**src/rtl/tvals_sender_if.sv**
```systemverilog
// Bundles the frame/sample inputs and the T-value burst outputs of tvals_sender.
// Latency: none (wires only).
// Backpressure: none; the sender side never stalls and the consumer must take every beat.
interface tvals_sender_if #(
    parameter int BIT_WIDTH    = 32,
    parameter int SAMPLE_WIDTH = 16,
    parameter int I            = 160,
    parameter int FORMANTS     = 5
);
    localparam int CW = $clog2(I + 1);

    logic                              frame_start;
    logic [FORMANTS-1:0][CW-1:0]       boundary_in;
    logic signed [SAMPLE_WIDTH-1:0]    sample_in;
    logic                              sample_valid;
    logic [BIT_WIDTH-1:0]              T_vals_0;
    logic [BIT_WIDTH-1:0]              T_vals_1;
    logic [BIT_WIDTH-1:0]              T_vals_2;
    logic                              input_start;
    logic                              input_valid;
    logic                              busy;
    logic                              overrun;

    // Sender side: consumes samples, produces the T-value burst.
    modport master (
        input  frame_start, boundary_in, sample_in, sample_valid,
        output T_vals_0, T_vals_1, T_vals_2, input_start, input_valid, busy, overrun
    );

    // Source/consumer side: drives samples, observes the burst.
    modport slave (
        output frame_start, boundary_in, sample_in, sample_valid,
        input  T_vals_0, T_vals_1, T_vals_2, input_start, input_valid, busy, overrun
    );
endinterface

```
**src/rtl/tvals_sender.sv**
```systemverilog
// Accumulates lag-0/1/2 autocorrelation sums per frame and bursts one T-value triple per segment boundary.
// Latency: input_start two cycles after the last sample, then one gap cycle and FORMANTS back-to-back beats.
// Backpressure: none; misplaced frame_start/sample_valid are dropped and flagged on the sticky overrun.
module tvals_sender #(
    parameter int BIT_WIDTH    = 32,
    parameter int SAMPLE_WIDTH = 16,
    parameter int I            = 160,
    parameter int FORMANTS     = 5,
    parameter int PROD_SHIFT   = 8,
    parameter int HOLDOFF      = 700
) (
    input  logic         clk_in,
    input  logic         rst_in,
    tvals_sender_if.master bus
);
    localparam int CW  = $clog2(I + 1);
    localparam int PW  = 2 * SAMPLE_WIDTH;
    localparam int HW  = $clog2(HOLDOFF + 1);
    localparam int BTW = $clog2(FORMANTS + 1);

    typedef enum logic [2:0] {IDLE, ACCUM, START, GAP, SEND, HOLD} state_t;

    state_t                             state;
    logic [FORMANTS-1:0][CW-1:0]        bnd;
    logic [FORMANTS-1:0][CW-1:0]        bnd_eff;
    logic [CW-1:0]                      in_cnt;
    logic [CW-1:0]                      acc_cnt;
    logic [CW-1:0]                      acc_cnt_nxt;
    logic signed [SAMPLE_WIDTH-1:0]     x1;
    logic signed [SAMPLE_WIDTH-1:0]     x2;
    logic signed [PW-1:0]               p0;
    logic signed [PW-1:0]               p1;
    logic signed [PW-1:0]               p2;
    logic                               p_vld;
    logic signed [BIT_WIDTH-1:0]        acc0;
    logic signed [BIT_WIDTH-1:0]        acc1;
    logic signed [BIT_WIDTH-1:0]        acc2;
    logic signed [BIT_WIDTH-1:0]        sum0;
    logic signed [BIT_WIDTH-1:0]        sum1;
    logic signed [BIT_WIDTH-1:0]        sum2;
    logic [FORMANTS-1:0][BIT_WIDTH-1:0] snap0;
    logic [FORMANTS-1:0][BIT_WIDTH-1:0] snap1;
    logic [FORMANTS-1:0][BIT_WIDTH-1:0] snap2;
    logic [HW-1:0]                      hold_cnt;
    logic [BTW-1:0]                     beat;
    logic [BIT_WIDTH-1:0]               t0;
    logic [BIT_WIDTH-1:0]               t1;
    logic [BIT_WIDTH-1:0]               t2;
    logic                               start_q;
    logic                               valid_q;
    logic                               overrun_q;
    logic                               accept;

    // Scale a raw product down and sign-extend (or wrap) it to accumulator width.
    function automatic logic signed [BIT_WIDTH-1:0] scale(input logic signed [PW-1:0] p);
        logic signed [PW-1:0] s;
        s = p >>> PROD_SHIFT;
        return BIT_WIDTH'(s);
    endfunction

    // A sample is taken only while accumulating and before the frame is full.
    assign accept      = (state == ACCUM) && bus.sample_valid && (in_cnt < CW'(I));
    assign acc_cnt_nxt = acc_cnt + 1'b1;
    assign sum0        = acc0 + scale(p0);
    assign sum1        = acc1 + scale(p1);
    assign sum2        = acc2 + scale(p2);

    // Boundaries that are zero or beyond the frame collapse onto the full-frame count.
    always_comb begin
        bnd_eff = '0;
        for (int k = 0; k < FORMANTS; k++) begin
            bnd_eff[k] = bus.boundary_in[k];
            if (bus.boundary_in[k] == '0 || bus.boundary_in[k] > CW'(I))
                bnd_eff[k] = CW'(I);
        end
    end

    // Frame FSM with product stage, accumulators, snapshots and registered outputs.
    always_ff @(posedge clk_in or negedge rst_in) begin
        if (!rst_in) begin
            state     <= IDLE;
            bnd       <= '0;
            in_cnt    <= '0;
            acc_cnt   <= '0;
            x1        <= '0;
            x2        <= '0;
            p0        <= '0;
            p1        <= '0;
            p2        <= '0;
            p_vld     <= 1'b0;
            acc0      <= '0;
            acc1      <= '0;
            acc2      <= '0;
            snap0     <= '0;
            snap1     <= '0;
            snap2     <= '0;
            hold_cnt  <= '0;
            beat      <= '0;
            t0        <= '0;
            t1        <= '0;
            t2        <= '0;
            start_q   <= 1'b0;
            valid_q   <= 1'b0;
            overrun_q <= 1'b0;
        end else begin
            if ((bus.frame_start && state != IDLE) || (bus.sample_valid && !accept))
                overrun_q <= 1'b1;

            // Stage 1: register the three lagged products.
            p_vld <= accept;
            if (accept) begin
                p0     <= bus.sample_in * bus.sample_in;
                p1     <= bus.sample_in * x1;
                p2     <= bus.sample_in * x2;
                x1     <= bus.sample_in;
                x2     <= x1;
                in_cnt <= in_cnt + 1'b1;
            end

            // Stage 2: accumulate and capture every segment that ends on this sample.
            if (p_vld) begin
                acc0    <= sum0;
                acc1    <= sum1;
                acc2    <= sum2;
                acc_cnt <= acc_cnt_nxt;
                for (int k = 0; k < FORMANTS; k++) begin
                    if (acc_cnt_nxt == bnd[k]) begin
                        snap0[k] <= sum0;
                        snap1[k] <= sum1;
                        snap2[k] <= sum2;
                    end
                end
            end

            case (state)
                IDLE: begin
                    if (bus.frame_start) begin
                        state   <= ACCUM;
                        bnd     <= bnd_eff;
                        acc0    <= '0;
                        acc1    <= '0;
                        acc2    <= '0;
                        in_cnt  <= '0;
                        acc_cnt <= '0;
                        x1      <= '0;
                        x2      <= '0;
                    end
                end
                ACCUM: begin
                    if (p_vld && acc_cnt_nxt == CW'(I)) begin
                        state    <= START;
                        start_q  <= 1'b1;
                        hold_cnt <= '0;
                    end
                end
                START: begin
                    state    <= GAP;
                    start_q  <= 1'b0;
                    hold_cnt <= hold_cnt + 1'b1;
                end
                GAP: begin
                    state    <= SEND;
                    valid_q  <= 1'b1;
                    t0       <= snap0[0];
                    t1       <= snap1[0];
                    t2       <= snap2[0];
                    beat     <= BTW'(1);
                    hold_cnt <= hold_cnt + 1'b1;
                end
                SEND: begin
                    hold_cnt <= hold_cnt + 1'b1;
                    if (beat == BTW'(FORMANTS)) begin
                        state   <= HOLD;
                        valid_q <= 1'b0;
                    end else begin
                        t0   <= snap0[beat];
                        t1   <= snap1[beat];
                        t2   <= snap2[beat];
                        beat <= beat + 1'b1;
                    end
                end
                HOLD: begin
                    if (hold_cnt >= HW'(HOLDOFF - 1))
                        state <= IDLE;
                    else
                        hold_cnt <= hold_cnt + 1'b1;
                end
                default: state <= IDLE;
            endcase
        end
    end

    assign bus.T_vals_0    = t0;
    assign bus.T_vals_1    = t1;
    assign bus.T_vals_2    = t2;
    assign bus.input_start = start_q;
    assign bus.input_valid = valid_q;
    assign bus.busy        = (state != IDLE);
    assign bus.overrun     = overrun_q;
endmodule

```
**src/flat_wrapper.sv**
```systemverilog
// flat-port wrapper written by rule: the top's interface ports become plain ports
module tvals_sender_flat 
#(
    parameter int BIT_WIDTH    = 32,
    parameter int SAMPLE_WIDTH = 16,
    parameter int I            = 160,
    parameter int FORMANTS     = 5,
    parameter int PROD_SHIFT   = 8,
    parameter int HOLDOFF      = 700
)
  (clk_in, rst_in, bus_frame_start, bus_boundary_in, bus_sample_in, bus_sample_valid, bus_T_vals_0, bus_T_vals_1, bus_T_vals_2, bus_input_start, bus_input_valid, bus_busy, bus_overrun);
  tvals_sender_if #(.BIT_WIDTH(BIT_WIDTH), .SAMPLE_WIDTH(SAMPLE_WIDTH), .I(I), .FORMANTS(FORMANTS)) bus_i ();
  input  logic clk_in;
  input  logic rst_in;
  input wire logic [$bits(bus_i.frame_start)-1:0] bus_frame_start;
  input wire logic [$bits(bus_i.boundary_in)-1:0] bus_boundary_in;
  input wire logic [$bits(bus_i.sample_in)-1:0] bus_sample_in;
  input wire logic [$bits(bus_i.sample_valid)-1:0] bus_sample_valid;
  output wire logic [$bits(bus_i.T_vals_0)-1:0] bus_T_vals_0;
  output wire logic [$bits(bus_i.T_vals_1)-1:0] bus_T_vals_1;
  output wire logic [$bits(bus_i.T_vals_2)-1:0] bus_T_vals_2;
  output wire logic [$bits(bus_i.input_start)-1:0] bus_input_start;
  output wire logic [$bits(bus_i.input_valid)-1:0] bus_input_valid;
  output wire logic [$bits(bus_i.busy)-1:0] bus_busy;
  output wire logic [$bits(bus_i.overrun)-1:0] bus_overrun;
  assign bus_i.frame_start = bus_frame_start;
  assign bus_i.boundary_in = bus_boundary_in;
  assign bus_i.sample_in = bus_sample_in;
  assign bus_i.sample_valid = bus_sample_valid;
  assign bus_T_vals_0 = bus_i.T_vals_0;
  assign bus_T_vals_1 = bus_i.T_vals_1;
  assign bus_T_vals_2 = bus_i.T_vals_2;
  assign bus_input_start = bus_i.input_start;
  assign bus_input_valid = bus_i.input_valid;
  assign bus_busy = bus_i.busy;
  assign bus_overrun = bus_i.overrun;
  tvals_sender #(.BIT_WIDTH(BIT_WIDTH), .SAMPLE_WIDTH(SAMPLE_WIDTH), .I(I), .FORMANTS(FORMANTS), .PROD_SHIFT(PROD_SHIFT), .HOLDOFF(HOLDOFF)) u_core (.clk_in(clk_in), .rst_in(rst_in), .bus(bus_i));
endmodule
```
**config.mk**
```make
export PLATFORM = sky130hd
export DESIGN_NAME = tvals_sender_flat
export DESIGN_NICKNAME = d
export VERILOG_FILES = /design/src/rtl/tvals_sender_if.sv /design/src/rtl/tvals_sender.sv /design/src/flat_wrapper.sv
export SDC_FILE = /design/constraint.sdc
export NUM_CORES = 2
export LEC_CHECK = 0
export BUFFER_PORTS_ARGS = -buffer_cell sky130_fd_sc_hd__buf_2
export CORE_MARGIN = 1.5
export CORE_UTILIZATION = 50
export CTS_BUF_LIST = sky130_fd_sc_hd__clkbuf_2
export DETAILED_ROUTE_END_ITERATION = 12
export GPL_TIMING_DRIVEN = 0
export PLACE_DENSITY_LB_ADDON = 0.3
export SLEW_MARGIN = 20
export SYNTH_ARGS = -nofsm -noshare
export SYNTH_HDL_FRONTEND = slang
export SYNTH_SLANG_ARGS = --single-unit
```
**constraint.sdc**
```tcl
create_clock -name clk_in -period 7 [get_ports clk_in]
set_input_delay 0.35 -clock clk_in [delete_from_list [all_inputs] [get_ports clk_in]]
set_output_delay 0.35 -clock clk_in [all_outputs]
set_load 0.05 [all_outputs]
```
==> reports/metrics.cfg <==
[run_status]
status = finished with violations
violations = negative setup slack

[logic_synthesis]
ys_seq_elements = 852
synth.area.top_cells = dfrtp_1 31%, fa_1 22%, ha_1 6.3%, nand2_1 6.1%, inv_1 5.1%
synth_edf_count = 0
synth_cell_types = 86
yosys-top-cells-count = 1116 x nand2_1, 934 x inv_1, 852 x dfrtp_1
yosysTopAreaCell = dfrtp_1
postSynthAreaPerCell_um2 = 9.74
synth_top_area_share_pct = 31.2
synthCells = 7022
yosysWarnings = 0
yosysMostFrequentCell = nand2_1
synth_nets = 8187
netlist_area_um2 = 68400
synthArstFlopShare_pct = 100
synth_ff_type = dfrtp_1
yosysSeqAreaShare_pct = 31.2

[worst_setup_path]
cp_max_fo = 10
arrival_ns = 8.50
crit_path_start = bus_sample_in[1]
r2r_start = u_core.x1[9]
r2r_slack_ns = 0.15
end_kind = flop
cp-start-kind = primary input
crit_path_end = u_core.p0[24]
reg2reg_depth = 24
critPathRequiredTime_ns = 8.44
path_class = in -> reg
regToRegEndpoint = u_core.p1[25]

[die]
initial_core_util_pct = 50.4
die_w_um = 373
die_area_um2 = 139000
core-area_um2 = 136000
rows = 135
io_pins = 160
fp.dieH_um = 373

[job]
drv_cap = 0

[global_routing]
grt_util_all_layers_pct = 30.8
grt_pass1_vias = 55996
antenna_found_initial = 13
grt_max_degree = 139
grt_pass1_wl_mm = 328
grt_overflow = 0

[cts]
root_buffer = clkbuf_2
ctsHtreeMaxLevel = 4
cts_tree = yes
cts.path.max_buffers = 3
clk_latency_ns = 1.71
clock-sinks = 852
clkTransAtPathRegs_ns = 0.09
cts_inserted_buffers = 216

[timing]
max-slew-margin-rel_pct = 16.3
fin_crit_sh_pct = 101
report.final.slew_viol_count = 0
rsz0062_at_grt = false
setup-violations-final = 2
setup_slack_ns = -0.0594
fin_skew_ns = 0.163
fmax_mhz = 142
tightest_slew_ns = 1.26
hold_viol = 0
setup_tns_ns = -0.0626
period_needed_ns = 7.06

[routing]
vias = 54242
wl_per_cell_um = 22.2
drt-initial-drc-count = 4287
viasPerCell = 5.69
final_antenna_net_count = 0
drtPass1Iterations = 6
wl_mm = 211
route.detailed.drc = 0

[cells_and_area]
area_delta_synth_final_pct = 10.5
final_net_count = 8732
multiInputGateArea_um2 = 41800
fillerInstances = 11993
drive_above_1_share_pct = 11.4
register_area_um2 = 21300

[placement]
gp_congestion = 1.01
dp_hpwl_mm = 160
numPortBuffers = 154

[min_path]
min_from = bus_sample_in[8]
worstHoldPathType = in -> reg

[kinds of logic after synthesis]
kind of cell	Yosys count	synth area share, %
compound gates	1278	11.5
xor+xnor	243	3.18
fa+ha+maj	1105	28.5
buf+inv	1326	7.89
flops	852	31.2
mux	171	4.53
simple gates	2047	13.2
[flip-flops by register name, indices dropped and copies added, names as in the netlist, 40 cells and up]
signal and cells:
u_core.bnd 40, u_core.snap0 160, u_core.snap1 160, u_core.snap2 160
[layer usage]
layer  GRT usage, %  up-vias  routed length [µm]
met5              0        -                   0
met4           15.9        0               11800
met3           6.53      691               18000
met2           49.4     2529               97500
met1           39.6    27011               83900
li1               -    24011                   -
[through the flow]
step	utilization (%)	hold WS (ns)	setup slack [ns]	instance area, µm²	instances
after floorplan	-	0.0544	0.229	68400	7022
after global placement	52.6	0.457	-12.68	71400	8957
after detailed placement	52.8	0.295	-2.30	71600	8966
after CTS	55.5	0.00390	0.00271	75200	9490
after global routing	55.7	0.00643	0.00846	75500	9513
final	55.7	0.117	-0.0594	75600	9525
[timing repair]
action | in CTS | in global routing
setup buffers | 3 | 19
resized for setup | 41 | 108
hold buffers | 157 | 1
pin swaps | 6 | 12
endpoints found under the hold margin | 826 | 1
endpoints found under the setup margin | 23 | 20
[worst min-delay path by stage]
stage	endpoint	slack [ns]	depth (start not counted)
CTS	u_core.p0[8]	0.004	6
global route	u_core.p0[8]	0.006	6
floorplan	u_core.acc0[0]	0.05	0
detailed placement	u_core.bus.T_vals_0[13]	0.30	1
global placement	u_core.snap2[75]	0.46	2
finish	u_core.x1[8]	0.12	5
[placed cells by master, fill, tap and decap left out, drive strengths merged, types with 25 or more instances in the layout]
cell type,count
a221oi,97
o31ai,115
mux4,96
dfrtp,852
nor3,46
o21a,36
clkbuf,566
o21ai,585
mux2,59
inv,943
fa,758
nand3,55
ha,347
buf,282
and2,283
a21oi,227
clkinv,71
nand2b,25
a211oi,35
nor2,385
nand4,25
or3,27
dlygate4sd3,156
xor2,98
a21o,44
nand2,1116
xnor2,145
[worst max-delay path: stages]
cell      delay, ns
clkbuf_1       0.61
buf_1          0.74
clkbuf_1       0.76
nand2_1        0.30
fa_1           0.56
inv_1          0.05
fa_1           0.53
ha_1           0.13
inv_1          0.04
fa_1           0.47
inv_1          0.07
fa_1           0.47
fa_1           0.49
ha_1           0.37
and3_1         0.18
nand3_1        0.12
o31ai_4        0.60
a21o_1         0.22
a21oi_1        0.14
a211oi_2       0.51
a221oi_1       0.18
xor2_1         0.47
o21ai_1        0.11
[cell type report]
cell class	count	share of cell area, %
Antenna cell	23	0.0762
Clock buffer	291	1.93
Buffer	373	2.55
Tap cell	1781	2.95
Clock inverter	81	0.586
Inverter	937	4.65
Timing Repair Buffer	343	3.66
Multi-Input combinational cell	4844	55.3
Sequential cell	852	28.3
Power is not shown: default switching activity piles up to over one toggle a cycle in this logic, so the estimate is an artifact.
